[src/rtl/hazard_ctrl.sv]
// Pipeline hazard controller for a classic 5-stage in-order pipeline.
// Detects load-use hazards, data-memory wait states and taken control
// transfers, and produces PC / IF/ID / ID/EX enables, flushes, bubbles and
// a downstream hold. LOAD_STALL sets how many bubbles a load-use inserts.
module hazard_ctrl #(
    parameter int LOAD_STALL = 1
) (
    input  logic        clk_i,
    input  logic        rst_i,
    input  logic        idex_memread_i,
    input  logic [4:0]  idex_rt_i,
    input  logic [4:0]  ifid_rs_i,
    input  logic [4:0]  ifid_rt_i,
    input  logic        branch_taken_i,
    input  logic        jump_i,
    input  logic        dmem_req_i,
    input  logic        dmem_ack_i,
    output logic        pc_write_o,
    output logic        ifid_write_o,
    output logic        ifid_flush_o,
    output logic        idex_bubble_o,
    output logic        pipe_hold_o,
    output logic [1:0]  state_o,
    output logic [15:0] stall_cnt_o
);

    typedef enum logic [1:0] {
        RUN      = 2'd0,
        LU_STALL = 2'd1,
        MEM_WAIT = 2'd2
    } state_t;

    // Bubbles still to insert after the first one; LOAD_STALL-1 is at most 3.
    localparam logic [2:0] FIRST_REMAIN = 3'(LOAD_STALL - 1);

    state_t      state;
    state_t      state_nxt;
    logic [2:0]  remain;
    logic [2:0]  remain_nxt;
    logic [15:0] stall_cnt;

    logic lu;
    logic mw;
    logic ctrl_xfer;

    // Saturating increment so a long stall run never wraps the counter.
    function automatic logic [15:0] sat_inc(input logic [15:0] v);
        if (v == 16'hFFFF) begin
            return v;
        end
        return v + 16'd1;
    endfunction

    // Hazard conditions decoded from the current pipeline register contents.
    always_comb begin
        lu = idex_memread_i && (idex_rt_i != 5'd0) &&
             ((idex_rt_i == ifid_rs_i) || (idex_rt_i == ifid_rt_i));
        mw        = dmem_req_i && !dmem_ack_i;
        ctrl_xfer = branch_taken_i || jump_i;
    end

    // Next-state and control outputs; memory wait beats load-use beats branch.
    always_comb begin
        pc_write_o    = 1'b1;
        ifid_write_o  = 1'b1;
        ifid_flush_o  = 1'b0;
        idex_bubble_o = 1'b0;
        pipe_hold_o   = 1'b0;
        state_nxt     = RUN;
        remain_nxt    = remain;

        if (rst_i) begin
            // Hold fetch and inject NOPs everywhere while the core is reset.
            pc_write_o    = 1'b0;
            ifid_write_o  = 1'b0;
            ifid_flush_o  = 1'b1;
            idex_bubble_o = 1'b1;
            state_nxt     = RUN;
            remain_nxt    = 3'd0;
        end else begin
            case (state)
                RUN: begin
                    if (mw) begin
                        pc_write_o   = 1'b0;
                        ifid_write_o = 1'b0;
                        pipe_hold_o  = 1'b1;
                        state_nxt    = MEM_WAIT;
                    end else if (lu) begin
                        // A coincident branch/jump is dropped; ID re-presents it.
                        pc_write_o    = 1'b0;
                        ifid_write_o  = 1'b0;
                        idex_bubble_o = 1'b1;
                        if (LOAD_STALL == 1) begin
                            state_nxt = RUN;
                        end else begin
                            state_nxt  = LU_STALL;
                            remain_nxt = FIRST_REMAIN;
                        end
                    end else if (ctrl_xfer) begin
                        ifid_flush_o = 1'b1;
                        state_nxt    = RUN;
                    end else begin
                        state_nxt = RUN;
                    end
                end
                LU_STALL: begin
                    if (mw) begin
                        // Remaining bubbles are dropped; the memory wait covers them.
                        pc_write_o   = 1'b0;
                        ifid_write_o = 1'b0;
                        pipe_hold_o  = 1'b1;
                        state_nxt    = MEM_WAIT;
                        remain_nxt   = 3'd0;
                    end else begin
                        pc_write_o    = 1'b0;
                        ifid_write_o  = 1'b0;
                        idex_bubble_o = 1'b1;
                        remain_nxt    = remain - 3'd1;
                        state_nxt     = (remain <= 3'd1) ? RUN : LU_STALL;
                    end
                end
                MEM_WAIT: begin
                    if (!dmem_ack_i) begin
                        pc_write_o   = 1'b0;
                        ifid_write_o = 1'b0;
                        pipe_hold_o  = 1'b1;
                        state_nxt    = MEM_WAIT;
                    end else begin
                        // Release cycle: hazards are not evaluated here.
                        state_nxt = RUN;
                    end
                end
                default: begin
                    // Unused encoding: fall back to RUN on the next edge.
                    state_nxt  = RUN;
                    remain_nxt = 3'd0;
                end
            endcase
        end
    end

    // State, bubble countdown and stall statistics register.
    always_ff @(posedge clk_i) begin
        if (rst_i) begin
            state     <= RUN;
            remain    <= 3'd0;
            stall_cnt <= 16'd0;
        end else begin
            state  <= state_nxt;
            remain <= remain_nxt;
            if (!pc_write_o) begin
                stall_cnt <= sat_inc(stall_cnt);
            end
        end
    end

    assign state_o     = state;
    assign stall_cnt_o = stall_cnt;

endmodule

[config.mk]
export PLATFORM = sky130hd
export DESIGN_NAME = hazard_ctrl
export DESIGN_NICKNAME = d
export VERILOG_FILES = /design/src/rtl/hazard_ctrl.sv
export SDC_FILE = /design/constraint.sdc
export NUM_CORES = 1
export LEC_CHECK = 0
export BUFFER_PORTS_ARGS = -buffer_cell sky130_fd_sc_hd__clkbuf_2
export CAP_MARGIN = 20
export CORE_ASPECT_RATIO = 0.7
export CORE_MARGIN = 2
export CORE_UTILIZATION = 49
export CTS_CLUSTER_SIZE = 24
export DETAILED_ROUTE_END_ITERATION = 7
export PLACE_DENSITY = 0.78
export SYNTH_ARGS = -nofsm -noshare
export SYNTH_HDL_FRONTEND = slang
export SYNTH_SLANG_ARGS = --single-unit
[constraint.sdc]
create_clock -name clk_i -period 2.1 [get_ports clk_i]
set_clock_uncertainty 0.15 [all_clocks]
set_input_delay 0.21 -clock clk_i [delete_from_list [all_inputs] [get_ports clk_i]]
set_output_delay 0.21 -clock clk_i [all_outputs]
set_load 0.02 [all_outputs]
==> results of run 1 <==
## power by group
group | switching [uW] | leakage [uW] | internal (uW)
logic | 93.6 | 0.000521 | 69.7
clock network | 133 | 0.0000228 | 135
registers | 7.89 | 0.000171 | 407
total | 235 | 0.000715 | 612
## per-stage QoR
step / TNS [ns] / util / power, uW
floorplan: 0 / - / 522
global placement: 0 / 0.659 / 578
detailed placement: -0.0505 / 0.659 / 585
CTS: 0 / 0.677 / 855
global route: -0.499 / 0.678 / 889
finish: 0 / 0.678 / 846
## worst max path at each step
stage,start,endpoint,slack [ns],cells after the start
3_3_place_gp,idex_rt_i[1],stall_cnt_o[1]$_SDFFE_PP0P_,0.08,8
3_5_place_dp,idex_rt_i[3],stall_cnt_o[9]$_SDFFE_PP0P_,-0.05,7
6_report,stall_cnt_o[0]$_SDFFE_PP0P_,stall_cnt_o[14]$_SDFFE_PP0P_,0.003,8
5_1_grt,stall_cnt_o[4]$_SDFFE_PP0P_,stall_cnt_o[15]$_SDFFE_PP0P_,-0.11,6
4_1_cts,stall_cnt_o[0]$_SDFFE_PP0P_,stall_cnt_o[14]$_SDFFE_PP0P_,0.004,8
2_1_floorplan,stall_cnt_o[1]$_SDFFE_PP0P_,stall_cnt_o[1]$_SDFFE_PP0P_,0.004,8
## registers in the layout, indices dropped and copies added (netlist names)
signal	flops
state_o	2
stall_cnt_o	16
remain	3
## metal layers
layer | wire [um] | share of wire | track usage
met4 | 32 | 0.0093 | 0.0750
met3 | 182 | 0.053 | 0.0671
met1 | 1480 | 0.43 | 0.279
met5 | 0 | 0 | 0
met2 | 1730 | 0.51 | 0.469
## worst max-delay path, delay by kind of cell (launching register included)
kind            cells  cell delay [ns]
compound gates      3             0.48
fa+ha+maj           1             0.21
buf+inv             1             0.15
flops               1             0.34
simple gates        3             0.71
## final cells by class
class                           instances  area (um^2)
Inverter                                7         26.3
Fill cell                             216          803
Tap cell                               34         42.5
Clock buffer                            4         45.0
Timing Repair Buffer                   59          345
Sequential cell                        21          424
Multi-Input combinational cell        121          810
## cells in the final DEF, fill, tap and decap left out, types with 2 or more instances in the layout
| cell | count |
|---|---|
| a211oi_1 | 3 |
| a21o_1 | 3 |
| a21oi_1 | 14 |
| and3_1 | 3 |
| buf_4 | 14 |
| clkbuf_2 | 44 |
| clkbuf_8 | 3 |
| dfxtp_1 | 18 |
| dfxtp_2 | 3 |
| ha_1 | 3 |
| inv_1 | 7 |
| mux2i_1 | 3 |
| nand2_1 | 10 |
| nand3_1 | 5 |
| nor2_1 | 18 |
| nor3_2 | 2 |
| o21ai_0 | 6 |
| o21bai_1 | 2 |
| o31ai_1 | 6 |
| or2_2 | 2 |
| or3_1 | 3 |
| or4_1 | 6 |
| xor2_1 | 11 |
## logic make-up (layout without fill, tap and decap cells)
kind of cell / count (synthesis) / in the layout / synth area share
AOI/OAI and AO/OA: 43 / 43 / 0.229
and+or+nand+nor: 59 / 59 / 0.251
xor gates and xnor gates: 12 / 12 / 0.0808
DFF: 21 / 21 / 0.323
adders and majority gates: 3 / 3 / 0.0289
muxes: 4 / 4 / 0.0318
buffers and inverters: 14 / 70 / 0.0549
==> summary.txt, run 1 <==
Run status
  • Status: finished, final reports clean

Layout
  • Share of layout cells above drive strength 1: 0.363
  • ANT cells: 0
  • Final Non-Filler Cells: 246
  • Area delta synth->final: 30.2%
  • Finished Cell Area: between 1500 and 2000 um^2
  • Nets: 238

Min path
  • Tightest Hold Check Type: primary input to register
  • Hold Startpoint: dmem_ack_i
  • Min-Delay Endpoint: state_o[1]$_SDFF_PP0_
  • Cell depth of the worst hold path: 3

Power
  • Leakage: 0.000715 uW
  • Max VDD drop: 0.000272 V
  • Pwr dens: 500 nW/um^2

Critical path
  • FF-to-FF path depth: 8
  • Reg2reg start: stall_cnt_o[0]$_SDFFE_PP0P_
  • R2R Setup Slk: 0.003 ns
  • WP data arrival: between 2 and 2.5 ns
  • Required time worst endpoint: 2.15 ns
  • Critical path's largest stage delay: 0.48 ns
  • CP Cell Sequence: ha_1, nand2_1, nor3b_2, a21o_1, a2bb2oi_2, buf_12, or4_1, a21oi_1
  • Reg-to-reg endpoint: stall_cnt_o[14]$_SDFFE_PP0P_
  • Worst Setup End Kind: register
  • Crit-path max FO: 17
  • CP Class: register to register
  • Slowest cell on the critical path: or4_1
  • Critical Path Start Type: register

CTS
  • Setup bufs post-CTS: 0
  • Clk buf depth: 2
  • Root buf cell: clkbuf_8
  • Num CTS Buffers: 3
  • Clock transition at path regs: 0.08 ns
  • CTS Hold Bufs: 0
  • CTS tree: built
  • Clk sinks: 21
  • H-tree lvl count: 1
  • Worst-Skew Late Latency: 0.26 ns
  • Post-CTS Resized: 0

Logic synthesis
  • Ys Warns: 0
  • Syn Nets: 181
  • Synth Cell Area: between 1000 and 1500 um^2
  • Syn Inst Count: about 160
  • Sequential-to-total area share from yosys stat: 0.323
  • Top cell type's share of synthesized area: 0.323
  • Ys async rst share: 0
  • Avg Cell Area, Syn: approximately 8.3 um^2
  • Most common cell in the netlist: dfxtp_1
  • Post-synth EDFFs: 0
  • Top cells by count, synth: dfxtp_1, nor2_1, a21oi_1
  • Yosys top cell by area: dfxtp_1
  • Synth Register Bits: 21
  • Ys flop type: dfxtp_1
  • Yosys cell types: between 40 and 50
  • Synth area leaders: dfxtp_1, xor2_1, a21oi_1, nor2_1, o31ai_1

STA
  • Period utilization: 0.999
  • Tightest Pin Transition: 0.296 ns
  • Hold slack: 0.122 ns
  • Setup WS post-layout: 0.00264 ns
  • Final Hold Viols: 0
  • Final Slew Violations: 0
  • Setup Viol. Count Final: 0
  • F_max: 477 MHz
  • Unrepaired setup endpoints after global routing: true
  • Slew margin rel.: 0.802
  • Tmin final: 2.10 ns

Die
  • Starting density of the core: 0.521
  • DIE AREA: between 3000 and 4000 um^2
  • Die Y: between 40 and 50 um
  • FP Rows: 15
  • Core Box Area: 2500 um^2
  • Die X: 65.6 um
  • I/O pins: 45

Run
  • Max cap viols: 0

Routing
  • Via count: approximately 1400
  • Post-Route WL: 3430 um
  • Avg WL per Cell: 14.0 um
  • Antenna Nets Post-Route: 0
  • Vias per Instance: 5.54
  • Iteration-0 DRC Markers: between 60 and 70
  • # DRC: 0
  • 1st-pass router iterations: 4

Placed design
  • DP Worst Slack: -0.0505 ns
  • Placed Cells incl. Taps: between 200 and 250
  • Hpwl dp: 2670 um
  • Area after DPL: 1640 um^2
  • PortBufs: 44
  • GP Congestion: 0.813

Global routing
  • Initial antenna violation count: 0
  • Global-route wire length before repair: approximately 5700 um
  • Pin count of the biggest net entering global routing: 27
  • Total track usage: 0.246
  • Global route overflow: 0
  • Vias in the first global route: about 1300
Power figures use the tool's default switching activity.
==> inputs of run 2 (changes only) <==
--- a/config.mk
+++ b/config.mk
@@ -7,7 +7,7 @@
 export LEC_CHECK = 0
 export BUFFER_PORTS_ARGS = -buffer_cell sky130_fd_sc_hd__clkbuf_2
 export CAP_MARGIN = 20
-export CORE_ASPECT_RATIO = 0.7
+export CORE_ASPECT_RATIO = 0.6
 export CORE_MARGIN = 2
 export CORE_UTILIZATION = 49
 export CTS_CLUSTER_SIZE = 24
==> summary.txt, run 2 (synthesis gave the netlist of run 1 again) <==
Critical path
  • CP Cell Sequence: nand4_1, nor3b_2, a21o_1, a2bb2oi_2, buf_12, mux2i_1, nor2_1
  • Crit path buf inv count: 1
  • Crit-path max FO: 17
  • Largest delay share family, worst path: simple AND/OR/NAND/NOR gates
  • R2R Setup Slk: 0.09 ns
  • Slowest cell on the critical path: dfxtp_2
  • Critical Path Start Type: register
  • Critical path's largest stage delay: 0.38 ns
  • Worst Setup End Kind: register
  • CP Class: register to register
  • WP data arrival: 2.01 ns
  • Required time worst endpoint: 2.10 ns

CTS
  • Clk sinks: 21
  • CTS Hold Bufs: 0
  • Root buf cell: clkbuf_8
  • CTS tree: built
  • Num CTS Buffers: 3
  • Worst-Skew Late Latency: 0.27 ns
  • Clock transition at path regs: 0.08 ns
  • H-tree lvl count: 1
  • Clk buf depth: 2

Layout
  • Post-layout util: 0.699
  • Max reg flops: 16
  • Final Non-Filler Cells: 249
  • Commonest non-fill, non-tap cell in the layout: clkbuf_2
  • Area delta synth->final: 34.6%
  • Most frequent cells in the layout: clkbuf_2, buf_4, nor2_1, dfxtp_1, a21oi_1
  • Share of layout cells above drive strength 1: 0.419
  • ANT cells: 0
  • Nets: 243

Global routing
  • Global route overflow: 0
  • Total track usage: 0.233
  • Initial antenna violation count: 0
  • Vias in the first global route: 1313
  • Pin count of the biggest net entering global routing: 27
  • Global-route wire length before repair: roughly 5700 um

STA
  • Slew margin rel.: 0.800
  • F_max: 499 MHz
  • Final Hold Viols: 0
  • Tmin final: 2.01 ns
  • Setup Viol. Count Final: 0
  • Final Slew Violations: 0
  • Hold slack: 0.119 ns
  • Setup WS post-layout: 0.0945 ns
  • Period utilization: 0.955
  • Tightest Pin Transition: 0.298 ns

Power
  • Tot Pwr: around 860 uW
  • Max VDD drop: 0.000400 V
  • Pwr dens: just under 500 nW/um^2
  • Leakage: around 0.00074 uW

Placed design
  • Placed Cells incl. Taps: 241
  • GP Congestion: between 0.8 and 0.9
  • PortBufs: 44
  • Hpwl dp: 2670 um
  • DP Worst Slack: -0.0348 ns

Routing
  • Avg WL per Cell: 14.2 um
  • 1st-pass router iterations: 4
  • Vias per Instance: 5.65
  • Antenna Nets Post-Route: 0
  • # DRC: 0
  • Post-Route WL: 3540 um
  • Iteration-0 DRC Markers: 64
  • Via count: 1408

Die
  • Die Y: 43.9 um
  • Die X: 70.5 um
  • I/O pins: 45
  • Starting density of the core: 0.519
  • Core Box Area: between 2000 and 3000 um^2
  • FP Rows: 14
  • DIE AREA: 3090 um^2

Min path
  • Tightest Hold Check Type: primary input to register

Run
  • Max cap viols: 0

Run status
  • Status: finished, final reports clean
==> run 2: changes by cell type in the layout (fill, tap and decap cells not counted), sizes merged <==
cell / previous run / this run
buf: 15 / 20
==> run 2: repair_timing <==
item                                    in CTS  in global routing
endpoints found under the setup margin       2                  9
resized for setup                            1                 11
setup buffers                                0                  4
pin swaps                                    0                  5
cloned                                       0                  0
==> run 2: path summary, 6_finish.rpt <==
kind / from / endpoint / cells after the start
worst min-delay path: dmem_ack_i / state_o[1]$_SDFF_PP0_ / 3
worst max-delay path: stall_cnt_o[4]$_SDFFE_PP0P_ / stall_cnt_o[1]$_SDFFE_PP0P_ / 7
worst max register to register: stall_cnt_o[4]$_SDFFE_PP0P_ / stall_cnt_o[1]$_SDFFE_PP0P_ / 7
worst min register to register: stall_cnt_o[6]$_SDFFE_PP0P_ / stall_cnt_o[6]$_SDFFE_PP0P_ / 2
==> run 2: report_power, final <==
part	leakage, uW	switching (uW)	total [uW]	internal [uW]
combinational	0.000543	95.9	172	76.6
clock	0.0000228	142	278	136
sequential	0.000173	7.77	414	406
total	0.000739	246	864	618
==> run 2: area by class of cell <==
type | count | area (um^2)
Tap cell | 32 | 40.0
Fill cell | 193 | 754
Timing Repair Buffer | 64 | 383
Clock buffer | 4 | 45.0
Inverter | 7 | 26.3
Multi-Input combinational cell | 121 | 827
Sequential cell | 21 | 429
==> run 2: tightest hold or removal path, cell delays in order <==
cell      delay (ns)
clkbuf_2        0.09
o21bai_1        0.14
a211oi_1        0.05
==> run 2: layer usage <==
metal / part of all wire / GRT usage / wire length, um
met1: 0.42 / 0.283 / 1490
met2: 0.49 / 0.419 / 1750
met3: 0.074 / 0.0651 / 262
met4: 0.014 / 0.0538 / 48
met5: 0 / 0 / 0
==> run 2: through the flow <==
step | area, um^2 | setup TNS, ns
global placement | 1650 | 0
CTS | 1700 | 0
detailed placement | 1650 | -0.0348
global route | 1750 | -0.0305
finish | 1750 | 0
floorplan | 1300 | 0
